File: src/rtl/controle_pkg.sv
// Shared codes for the controle_seq sequencer.
// The CONTROLE_MUL_EN macro adds the MUL states.
package controle_pkg;

   localparam logic [1:0] T_CLR  = 2'b00;
   localparam logic [1:0] T_HOLD = 2'b01;
   localparam logic [1:0] T_LOAD = 2'b10;

   localparam int ULA_ADD = 0;
   localparam int ULA_SUB = 1;
   localparam int ULA_SR  = 2;
   localparam int ULA_SL  = 3;

   typedef enum logic [2:0] {
      OP_CLR_LDX = 3'd0,
      OP_ADD     = 3'd1,
      OP_SUB     = 3'd2,
      OP_SR      = 3'd3,
      OP_SL      = 3'd4,
      OP_DISP    = 3'd5,
      OP_MUL     = 3'd6,
      OP_RSV     = 3'd7
   } op_e;

   typedef enum logic [1:0] {
      K_EXEC = 2'd0,
      K_DISP = 2'd1,
      K_MUL  = 2'd2,
      K_ILL  = 2'd3
   } kind_e;

`ifdef CONTROLE_MUL_EN
   typedef enum logic [2:0] {
      S_IDLE     = 3'd0,
      S_EXEC     = 3'd1,
      S_MUL_CLR  = 3'd2,
      S_MUL_LOOP = 3'd3,
      S_DISP     = 3'd4,
      S_FIN      = 3'd5
   } state_e;
`else
   typedef enum logic [2:0] {
      S_IDLE = 3'd0,
      S_EXEC = 3'd1,
      S_DISP = 3'd4,
      S_FIN  = 3'd5
   } state_e;
`endif

endpackage

File: src/rtl/controle_dec.sv
// Combinational opcode decoder: EXEC control vector plus path class.
// Opcode 6 decodes as MUL only when CONTROLE_MUL_EN is defined.
module controle_dec
   import controle_pkg::*;
#(
   parameter int INSTR_W = 3,
   parameter int ULA_W   = 3
) (
   input  logic [INSTR_W-1:0] op_i,
   output logic [1:0]         tx_o,
   output logic [1:0]         ty_o,
   output logic [1:0]         tz_o,
   output logic [ULA_W-1:0]   tula_o,
   output logic [1:0]         kind_o
);

   logic hi_zero;
   op_e  op;

   // Opcodes are zero-extended: any set upper bit is illegal.
   if (INSTR_W > 3) begin : g_hi
      assign hi_zero = ~|op_i[INSTR_W-1:3];
   end else begin : g_nohi
      assign hi_zero = 1'b1;
   end

   assign op = op_e'(op_i[2:0]);

   always_comb begin
      tx_o   = T_HOLD;
      ty_o   = T_HOLD;
      tz_o   = T_HOLD;
      tula_o = ULA_W'(ULA_ADD);
      kind_o = K_ILL;
      if (hi_zero) begin
         unique case (op)
            OP_CLR_LDX: begin
               tx_o   = T_LOAD;
               ty_o   = T_CLR;
               tz_o   = T_CLR;
               kind_o = K_EXEC;
            end
            OP_ADD, OP_SUB, OP_SR, OP_SL: begin
               tz_o   = T_LOAD;
               tula_o = ULA_W'(op_i[2:0] - 3'd1);
               kind_o = K_EXEC;
            end
            OP_DISP: kind_o = K_DISP;
`ifdef CONTROLE_MUL_EN
            OP_MUL:  kind_o = K_MUL;
`else
            OP_MUL:  kind_o = K_ILL;
`endif
            OP_RSV:  kind_o = K_ILL;
            default: kind_o = K_ILL;
         endcase
      end
   end

endmodule

File: src/rtl/controle_seq.sv
// Instruction sequencer driving X/Y/Z register and ALU controls.
// Define CONTROLE_MUL_EN to enable the MUL opcode (6).
module controle_seq
   import controle_pkg::*;
#(
   parameter int INSTR_W  = 3,
   parameter int ULA_W    = 3,
   parameter int CNT_W    = 4,
   parameter int DISP_CYC = 4
) (
   input  logic               clock,
   input  logic               reset_n,
   input  logic               instr_valid,
   output logic               instr_ready,
   input  logic [INSTR_W-1:0] instrucao,
   input  logic [CNT_W-1:0]   mul_count,
   output logic [1:0]         tx,
   output logic [1:0]         ty,
   output logic [1:0]         tz,
   output logic [ULA_W-1:0]   tula,
   output logic               disp_en,
   output logic               done,
   output logic               err
);

   localparam int DISP_W = $clog2(DISP_CYC + 1);
   localparam int CTR_W  = (CNT_W > DISP_W) ? CNT_W : DISP_W;
   localparam logic [CTR_W-1:0] ONE = CTR_W'(1);

   state_e             state_q, state_d;
   logic [CTR_W-1:0]   cnt_q, cnt_d;
   logic               ill_q, ill_d;
   logic [1:0]         tx_q, tx_d, ty_q, ty_d, tz_q, tz_d;
   logic [ULA_W-1:0]   tula_q, tula_d;
   logic               disp_q, disp_d;
   logic               done_q, done_d;
   logic               err_q, err_d;
   logic               rdy_q, rdy_d;

   logic [1:0]         dtx, dty, dtz;
   logic [ULA_W-1:0]   dtula;
   logic [1:0]         dkind;
   logic               accept;

   controle_dec #(
      .INSTR_W (INSTR_W),
      .ULA_W   (ULA_W)
   ) u_dec (
      .op_i   (instrucao),
      .tx_o   (dtx),
      .ty_o   (dty),
      .tz_o   (dtz),
      .tula_o (dtula),
      .kind_o (dkind)
   );

`ifndef CONTROLE_MUL_EN
   logic unused_mul;
   assign unused_mul = ^mul_count;
`endif

   assign accept = instr_valid & rdy_q;

   always_ff @(posedge clock) begin
      if (!reset_n) begin
         state_q <= S_IDLE;
         cnt_q   <= '0;
         ill_q   <= 1'b0;
         tx_q    <= T_HOLD;
         ty_q    <= T_HOLD;
         tz_q    <= T_HOLD;
         tula_q  <= ULA_W'(ULA_ADD);
         disp_q  <= 1'b0;
         done_q  <= 1'b0;
         err_q   <= 1'b0;
         rdy_q   <= 1'b1;
      end else begin
         state_q <= state_d;
         cnt_q   <= cnt_d;
         ill_q   <= ill_d;
         tx_q    <= tx_d;
         ty_q    <= ty_d;
         tz_q    <= tz_d;
         tula_q  <= tula_d;
         disp_q  <= disp_d;
         done_q  <= done_d;
         err_q   <= err_d;
         rdy_q   <= rdy_d;
      end
   end

   // Illegal opcodes take the EXEC slot with a hold vector, so they
   // complete with the same two-cycle latency as ordinary opcodes.
   always_comb begin
      state_d = state_q;
      cnt_d   = cnt_q;
      ill_d   = ill_q;
      unique case (state_q)
         S_IDLE: begin
            if (accept) begin
               ill_d = (dkind == K_ILL);
               unique case (dkind)
                  K_DISP: begin
                     state_d = S_DISP;
                     cnt_d   = CTR_W'(DISP_CYC);
                  end
`ifdef CONTROLE_MUL_EN
                  K_MUL: begin
                     state_d = S_MUL_CLR;
                     cnt_d   = CTR_W'(mul_count);
                  end
`endif
                  default: state_d = S_EXEC;
               endcase
            end
         end
         S_EXEC: state_d = S_FIN;
         S_DISP: begin
            if (cnt_q <= ONE) state_d = S_FIN;
            else cnt_d = cnt_q - ONE;
         end
`ifdef CONTROLE_MUL_EN
         S_MUL_CLR: begin
            if (cnt_q == '0) state_d = S_FIN;
            else state_d = S_MUL_LOOP;
         end
         S_MUL_LOOP: begin
            if (cnt_q <= ONE) state_d = S_FIN;
            else cnt_d = cnt_q - ONE;
         end
`endif
         S_FIN: begin
            state_d = S_IDLE;
            ill_d   = 1'b0;
         end
         default: state_d = S_IDLE;
      endcase
   end

   // Outputs follow the upcoming state so they register with it.
   always_comb begin
      tx_d   = T_HOLD;
      ty_d   = T_HOLD;
      tz_d   = T_HOLD;
      tula_d = ULA_W'(ULA_ADD);
      disp_d = 1'b0;
      done_d = 1'b0;
      err_d  = 1'b0;
      rdy_d  = 1'b0;
      unique case (state_d)
         S_IDLE: rdy_d = 1'b1;
         S_EXEC: begin
            tx_d   = dtx;
            ty_d   = dty;
            tz_d   = dtz;
            tula_d = dtula;
         end
         S_DISP: disp_d = 1'b1;
`ifdef CONTROLE_MUL_EN
         S_MUL_CLR:  tz_d = T_CLR;
         S_MUL_LOOP: tz_d = T_LOAD;
`endif
         S_FIN: begin
            done_d = 1'b1;
            err_d  = ill_d;
         end
         default: ;
      endcase
   end

   assign instr_ready = rdy_q;
   assign tx          = tx_q;
   assign ty          = ty_q;
   assign tz          = tz_q;
   assign tula        = tula_q;
   assign disp_en     = disp_q;
   assign done        = done_q;
   assign err         = err_q;

endmodule

File: config.mk
export PLATFORM = sky130hd
export DESIGN_NAME = controle_seq
export DESIGN_NICKNAME = d
export VERILOG_FILES = /design/src/rtl/controle_pkg.sv /design/src/rtl/controle_dec.sv /design/src/rtl/controle_seq.sv
export SDC_FILE = /design/constraint.sdc
export NUM_CORES = 1
export LEC_CHECK = 0
export CAP_MARGIN = 20
export CORE_ASPECT_RATIO = 0.9
export CORE_MARGIN = 2
export CORE_UTILIZATION = 42
export DETAILED_ROUTE_END_ITERATION = 6
export GPL_TIMING_DRIVEN = 1
export PLACE_DENSITY = 0.8
export RECOVER_POWER = 25
export SLEW_MARGIN = 20
export SYNTH_ARGS = -nofsm -noshare
export SYNTH_HDL_FRONTEND = slang
export SYNTH_SLANG_ARGS = --single-unit
File: constraint.sdc
create_clock -name clock -period 1.7 [get_ports clock]
set_clock_uncertainty 0.05 [all_clocks]
set_input_delay 0.34 -clock clock [delete_from_list [all_inputs] [get_ports clock]]
set_output_delay 0.34 -clock clock [all_outputs]
set_load 0.02 [all_outputs]
---- Word-level counts from Yosys, hierarchy flattened ----
Index checks and enable logic that the tools add are counted.
storage, ports and cells
  register bits ........................... 21
  bits of input ports ..................... 10
  output and inout port bits .............. 13
  word-level logic and storage cells ...... 61
operators by class
  add/subtract/negate cells ............... 2
  order comparisons ....................... 1
  eq/ne operators ......................... 18
  multiplexer cells ....................... 17
  bitwise gates (word level) .............. 1
  reductions and logical operators ........ 11
operators by type and width
  kind                   number
  $eq A3 B3 Y1 const B   8
  $mux W4                3
  $eq A3 B1 Y1 const B   3
  $logic_not A3 Y1       3
  $mux W3                3
  $pmux W3 S3            1
  $pmux W4 S2            1
  $eq A3 B2 Y1 const B   2
  $pmux W2 S3            1
  $mux W1                5
  $reduce_or A5 Y1       1
  $le A4 B1 Y1 const B   1
  $ne A2 B2 Y1 const B   2
  $pmux W2 S2            1
  $reduce_and A2 Y1      2
  $reduce_and A4 Y1      1
  $reduce_or A4 Y1       1
  $sub A4 B1 Y4 const B  1
  $reduce_and A3 Y1      1
  $sub A3 B1 Y3 const B  1
  $eq A2 B1 Y1 const B   1
  $eq A2 B2 Y1 const B   1
  $mux W2                1
  $ne A2 B1 Y1 const B   1
  other kinds (4)        4

---- Logic depth before layout (Yosys ltp) ----
Gate-level depths: netlist of run 1.
  depth in word-level cells ............... 9
  gate-level depth with buffers ........... 6
  gate-level depth less buffers ........... 6

---- Modules after synthesis ----
A second synthesis of run 1 with hierarchy kept.
second synthesis, totals
  cell total of the unflattened synthesis .. 102
  area, all modules ....................... 993.5 µm²
modules (own cells, without submodules)
  module        instances  cells an instance  area an instance (µm²)  seq. area each (µm²)
  controle_seq  1          79                 827.0                   420.4
  controle_dec  1          23                 166.4                   0.0

---- Least setup slack after synthesis of run 1 ----
OpenSTA, ideal clock, no wires.
  path kind ............................... reg-to-reg
  from .................................... register cnt_q[0]
  to ...................................... register cnt_q[3]
  arrival time ............................ 1.610 ns
  path slack .............................. -0.083 ns
  cell stages (with the launch flop) ...... 7
  path through ............................ dfxtp_1 -> inv_1 -> ha_1 -> nor2_1 -> o31ai_2 -> a2111oi_4 -> mux2_1
between the ends
  cells in the longest elaborated chain, start to end .. 3
  elaborated cells between the ends (all ways) .. 6
  those cells by class .................... add/sub (1); order compare (1); eq/ne (1); mux (2); reduce/logical (1)
ends and longest elaborated chain
  what                                              RTL line                                  text
  start: declaration                                controle_seq.sv:31                        logic [CTR_W-1:0] cnt_q, cnt_d;
  start signal: assignment                          controle_seq.sv:79                        cnt_q <= cnt_d;
  $sub A4 B1 Y4 or $le A4 B1 Y1 (tied branches)     controle_seq.sv:120, controle_seq.sv:119
  $mux W4 or $ne A2 B2 Y1 (tied branches)           --
  $pmux W4 S2 or $reduce_and A4 Y1 (tied branches)  --
Parallel ways exist; a longest one is shown, timed or not. The select of a mux whose other input is x is not followed.
A chain may end at the register's enable or synchronous reset.

---- Final worst setup path of run 1 ----
  from .................................... input instr_valid
  to ...................................... register cnt_q[3]
between the ends
  cells in the longest elaborated chain, start to end .. 3
ends and longest elaborated chain
  what                         RTL line            text
  start: declaration           controle_seq.sv:13  input logic instr_valid,
  $and A1 B1 Y1                controle_seq.sv:62  assign accept = instr_valid & rdy_q;
  $ne A2 B2 Y1 (no line)       --
  $reduce_and A4 Y1 (no line)  --
Every way passes these cells.

==> flow_summary.yaml, run 1 <==
floorplanning:
  start_util: 0.450
  rows: 15
  ios: 23
  coreArea_um2: 1950
  die-area_um2: 2470
  fp.dieH_um: 47.4
  die_x_um: 52.2
clock_tree:
  cts_tree: "yes"
  cts_sinks: 19
  cts-root-buf: "clkbuf_4"
  cts_buffer_depth: 2
  path_clk_slew_ps: 110
  clk_latency_ps: 300
  cts_buffers: 3
  cts.htree.levels: 1
critical_path:
  r2r_start: "state_q[0]"
  path_class: "in2reg"
  reg2reg_depth: 4
  r2r_end: "cnt_q[3]"
  reg2reg_setup_slack_ps: 70
  cp-end-kind: "flop"
  critPathMaxFanout: 2
  critPathLaunchType: "input port"
  arrival_ps: 1800
  worstPathRequired_ps: 1850
synth:
  yosysTopAreaCellShare: 0.433
  synth.distinct_cells: 35
  ys_ff_latch: 19
  async_reset_ff_frac: 0
  synth_ff_type: "dfxtp_1"
  synthTopCellsByArea: "dfxtp_1 (43%), ha_1 (10%), inv_1 (3.8%)"
  yosysSeqAreaShare: 0.433
  ys_warn_count: 0
  syn_inst: 89
  syn_area_per_cell_um2: 9.87
  mappedNetlistArea_um2: 878
  synth_top_area_cell: "dfxtp_1"
  synth-edff-count: 0
power:
  ir_drop_uv: 441
  cellLeakagePower_uw: 0.000546
  p_per_area_nw_per_um2: 637
  p_total_uw: 803
min_path:
  min_path_cells: 5
  hold_class: "in2reg"
  hp-start: "instrucao[1]"
  hold_end: "tula[1]"
drt:
  vias_per_cell: 4.94
  antenna_left: 0
  vias: 736
  drc: 0
  wl_per_cell_um: 12.4
  drt-initial-drc-count: 6
  first_pass_iters: 4
  wl_mm: 1.84
timing:
  setup_viol: 0
  slew_viol_final: 0
  finalHoldViolCount: 0
  fin_crit_ps: 1650
  fin_ws_ps: 45.9
  fin_crit_sh: 0.973
  fmax_mhz: 605
place:
  place_area_um2: 1190
  pre_cts_ws_ps: -556
  dp_hpwl_mm: 1.36
  globalplace.congestion: 0.809
  io_buffers: 17
cells_and_area:
  fillers: 161
  finalInstanceArea_um2: 1260
  multiInputGateArea_um2: 500
  ff_latch_area_um2: 385
  final_nets: 142
  diodes: 0
  areaGrowthSynthToFinish_pct: 43.6
  drive_gt1_frac: 0.298
run_status:
  status: "complete, no violations"
global_routing:
  antenna_found_initial: 0
  grt_start_max_net_pins: 11
  grt_pass1_wl_mm: 3.01
  overflow: 0
  grt_use_total: 0.171
  grt_pass1_vias: 726
flow_run:
  max_cap_violations: 0
[cells in the final DEF (no fill, tap or decap), drive strengths merged, types with 2 or more instances in the layout]
master and count:
a21o 2, a21oi 3, and2 3, buf 15
clkbuf 5, clkdlybuf4s50 13, conb 2, dfxtp 19
dlymetal6s2s 2, ha 7, inv 9, nand2 5
nand2b 2, nand3 3, nor2 8, nor3 3
nor3b 2, o21ai 3
[worst max-delay path, cell delays in order]
cell,delay [ps]
clkdlybuf4s50_1,480
and2_4,160
nand3_2,110
a2111oi_4,380
mux2_4,330
[registers in the layout, indices dropped and copies added (netlist names)]
signal and flops:
instr_ready 1, state_q 3, tx 2, ill_q 1, disp_en 1, tula 3, tz 2, cnt_q 4
err 1, done 1
[per-layer routing]
layer	up-vias	routed length, µm	GRT usage
met1	345	893	0.209
met5	-	0	0
li1	371	-	-
met3	5	66	0.0446
met2	15	844	0.271
met4	0	40	0.113
[timing repair]
| item | 4_1_cts | 5_1_grt |
|---|---|---|
| hold buffers | 0 | 0 |
| pin swaps | 3 | 2 |
| endpoints found under the setup margin | 5 | 2 |
| endpoints found under the hold margin | 0 | 0 |
| gates cloned | 0 | 0 |
| buffers inserted | 2 | 0 |
| resized for setup | 9 | 7 |
[area by class of cell]
class | instances | area share
Sequential cell | 19 | 0.306
Clock buffer | 4 | 0.0208
Timing Repair Buffer | 32 | 0.223
Tap cell | 25 | 0.0248
Inverter | 9 | 0.0288
Multi-Input combinational cell | 60 | 0.397
[cells in the mapped netlist (2+ instances only)]
cell,count
dfxtp_1,19
nor3_1,3
nand2_1,5
buf_4,2
and2_1,3
nor2_1,8
nand2b_1,2
ha_1,7
a21o_1,2
o21ai_0,2
inv_1,9
a21oi_1,3
nand3_1,2
[cells by family (layout without fill, tap and decap cells)]
logic type,count (synthesis),in the layout,share of synthesized area
flops,19,19,0.433
buf+inv,11,45,0.0555
other cells,1,2,0.00427
compound gates,15,15,0.140
simple gates,34,34,0.244
fa+ha+maj,7,7,0.0997
mux,2,2,0.0242
[how the worst max path moves through the flow]
stage	start	end	slack (ps)	cells past startpoint
global route	state_q[0]	cnt_q[3]	-3	4
global placement	instrucao[1]	cnt_q[3]	-490	7
detailed placement	instrucao[1]	cnt_q[3]	-560	7
floorplan	instrucao[1]	cnt_q[3]	3	6
finish	instr_valid	cnt_q[3]	50	5
CTS	cnt_q[0]	cnt_q[3]	6	6
[metrics by stage]
step | std cells | TNS, ps | utilization | hold WS (ps)
after floorplan | 90 | 0 | - | 362
final | 149 | 0 | 0.646 | 447
after global routing | 149 | -2.95 | 0.646 | 472
after CTS | 149 | 0 | 0.641 | 462
after detailed placement | 143 | -4100 | 0.608 | 443
after global placement | 143 | -3330 | 0.608 | 435
[power by group]
group,leakage [µW],switching (µW),internal (µW)
clock network,0.0000150,140,91.6
logic,0.000375,53.2,53.9
registers,0.000156,10.3,455
No activity file was read; power rests on OpenSTA's default activity.
==> run 2, diff against run 1 <==
--- a/config.mk
+++ b/config.mk
@@ -11,6 +11,7 @@
 export CORE_UTILIZATION = 42
 export DETAILED_ROUTE_END_ITERATION = 6
 export GPL_TIMING_DRIVEN = 1
+export MAX_ROUTING_LAYER = met4
 export PLACE_DENSITY = 0.8
 export RECOVER_POWER = 25
 export SLEW_MARGIN = 20
==> results of run 2 <==
No change in the layout: final DEF, timing and power equal those of run 1.
Among the figures that moved: final weighted congestion in routability-driven placement 0.809 -> 0.821; overall routing resource usage 0.171 -> 0.177
==> run 3, diff against run 2 <==
--- a/config.mk
+++ b/config.mk
@@ -10,7 +10,7 @@
 export CORE_MARGIN = 2
 export CORE_UTILIZATION = 42
 export DETAILED_ROUTE_END_ITERATION = 6
-export GPL_TIMING_DRIVEN = 1
+export GPL_TIMING_DRIVEN = 0
 export MAX_ROUTING_LAYER = met4
 export PLACE_DENSITY = 0.8
 export RECOVER_POWER = 25
==> flow_summary.yaml, run 3 (same netlist as run 1, synthesis figures left out) <==
place:
  io_buffers: 17
  dp_hpwl_mm: 1.19
  globalplace.congestion: 0.765
drt:
  drt-initial-drc-count: 7
  vias: 697
  wl_mm: 1.69
  vias_per_cell: 4.91
  wl_per_cell_um: 11.9
  first_pass_iters: 4
  drc: 0
  antenna_left: 0
floorplanning:
  die_x_um: 52.2
  die-area_um2: 2470
  fp.dieH_um: 47.4
  ios: 23
  start_util: 0.450
  rows: 15
  coreArea_um2: 1950
cells_and_area:
  largest_reg_flops: 4
  final_common_cell: "dfxtp_1"
  final_nets: 135
  layout_common_cells: "dfxtp_1 (15), clkdlybuf4s50_1 (12), inv_1 (8), buf_4 (8), nor2_1 (6)"
  top_register: "cnt_q"
  drive_gt1_frac: 0.265
  final_util: 0.617
  diodes: 0
  areaGrowthSynthToFinish_pct: 37.2
global_routing:
  grt_pass1_wl_mm: 2.66
  overflow: 0
  antenna_found_initial: 0
  grt_pass1_vias: 660
  grt_start_max_net_pins: 11
  grt_use_total: 0.157
power:
  cellLeakagePower_uw: 0.000499
  p_per_area_nw_per_um2: 649
  p_total_uw: 782
  ir_drop_uv: 516
run_status:
  status: "complete, no violations"
critical_path:
  arrival_ps: 1820
  cp-end-kind: "flop"
  worstPathRequired_ps: 1850
  critPathMaxFanout: 6
  path_class: "reg2reg"
  critPathLaunchType: "flop"
clock_tree:
  clk_latency_ps: 300
  cts_buffers: 3
  cts_tree: "yes"
  cts_sinks: 19
  cts-root-buf: "clkbuf_4"
  path_clk_slew_ps: 110
  cts_buffer_depth: 2
  cts.htree.levels: 1
timing:
  fin_crit_sh: 0.988
  fin_crit_ps: 1680
  setup_viol: 0
  rsz0062_at_grt: "yes"
  finalHoldViolCount: 0
  slew_viol_final: 0
  fmax_mhz: 595
min_path:
  hold_class: "in2reg"
flow_run:
  max_cap_violations: 0
run 3: path summary, 6_finish.rpt:
kind / startpoint / end / slack (ps) / cells after the start
max reg2reg: state_q[1] / cnt_q[3] / 20 / 4
min: instrucao[0] / tula[0] / 230 / 2
min reg2reg: cnt_q[0] / cnt_q[0] / 470 / 2
max: state_q[1] / cnt_q[3] / 20 / 4
run 3: repair_timing:
| action | in CTS | in global routing |
|---|---|---|
| resized for setup | 13 | 8 |
| setup buffers | 4 | 2 |
| setup endpoints to repair | 3 | 3 |
| hold buffers | 0 | 0 |
| pin swaps | 4 | 3 |
run 3: critical path: stages, from the launching register on:
cell       delay [ps]
dfxtp_2           370
and4bb_1          320
nand3_4           120
a2111oi_4         380
mux2_4            330
run 3: power by group:
group	leakage, µW	switching (µW)	total (µW)	internal, µW
registers	0.000156	9.36	462	453
logic	0.000328	49.1	90.2	41.2
clock network	0.0000150	138	229	91.5
run 3: cell type report:
class,count,area [µm²]
inverter,9,36.3
fill,173,747
tap,25,31.3
timing repair buffer,23,205
sequential,19,388
clock buffer,4,26.3
buffer,2,15.0
multi-input combinational,60,503
run 3: metrics by stage:
step / setup TNS (ps) / cell area, µm² / setup WS (ps) / std cells / hold slack (ps)
after detailed placement: -3990 / 1100 / -712 / 132 / 449
after CTS: 0 / 1190 / 5.26 / 140 / 407
final: 0 / 1200 / 20.6 / 142 / 227
after floorplan: 0 / 902 / 2.70 / 90 / 362
after global placement: -3360 / 1100 / -676 / 132 / 431
after global routing: -43.6 / 1200 / -38.6 / 142 / 238
run 3: per-layer routing:
layer	GRT usage	vias up	part of all wire
met5	-	-	0
met4	0.0769	0	0.015
met3	0.0287	4	0.038
met2	0.284	13	0.50
met1	0.168	318	0.45
li1	-	362	-
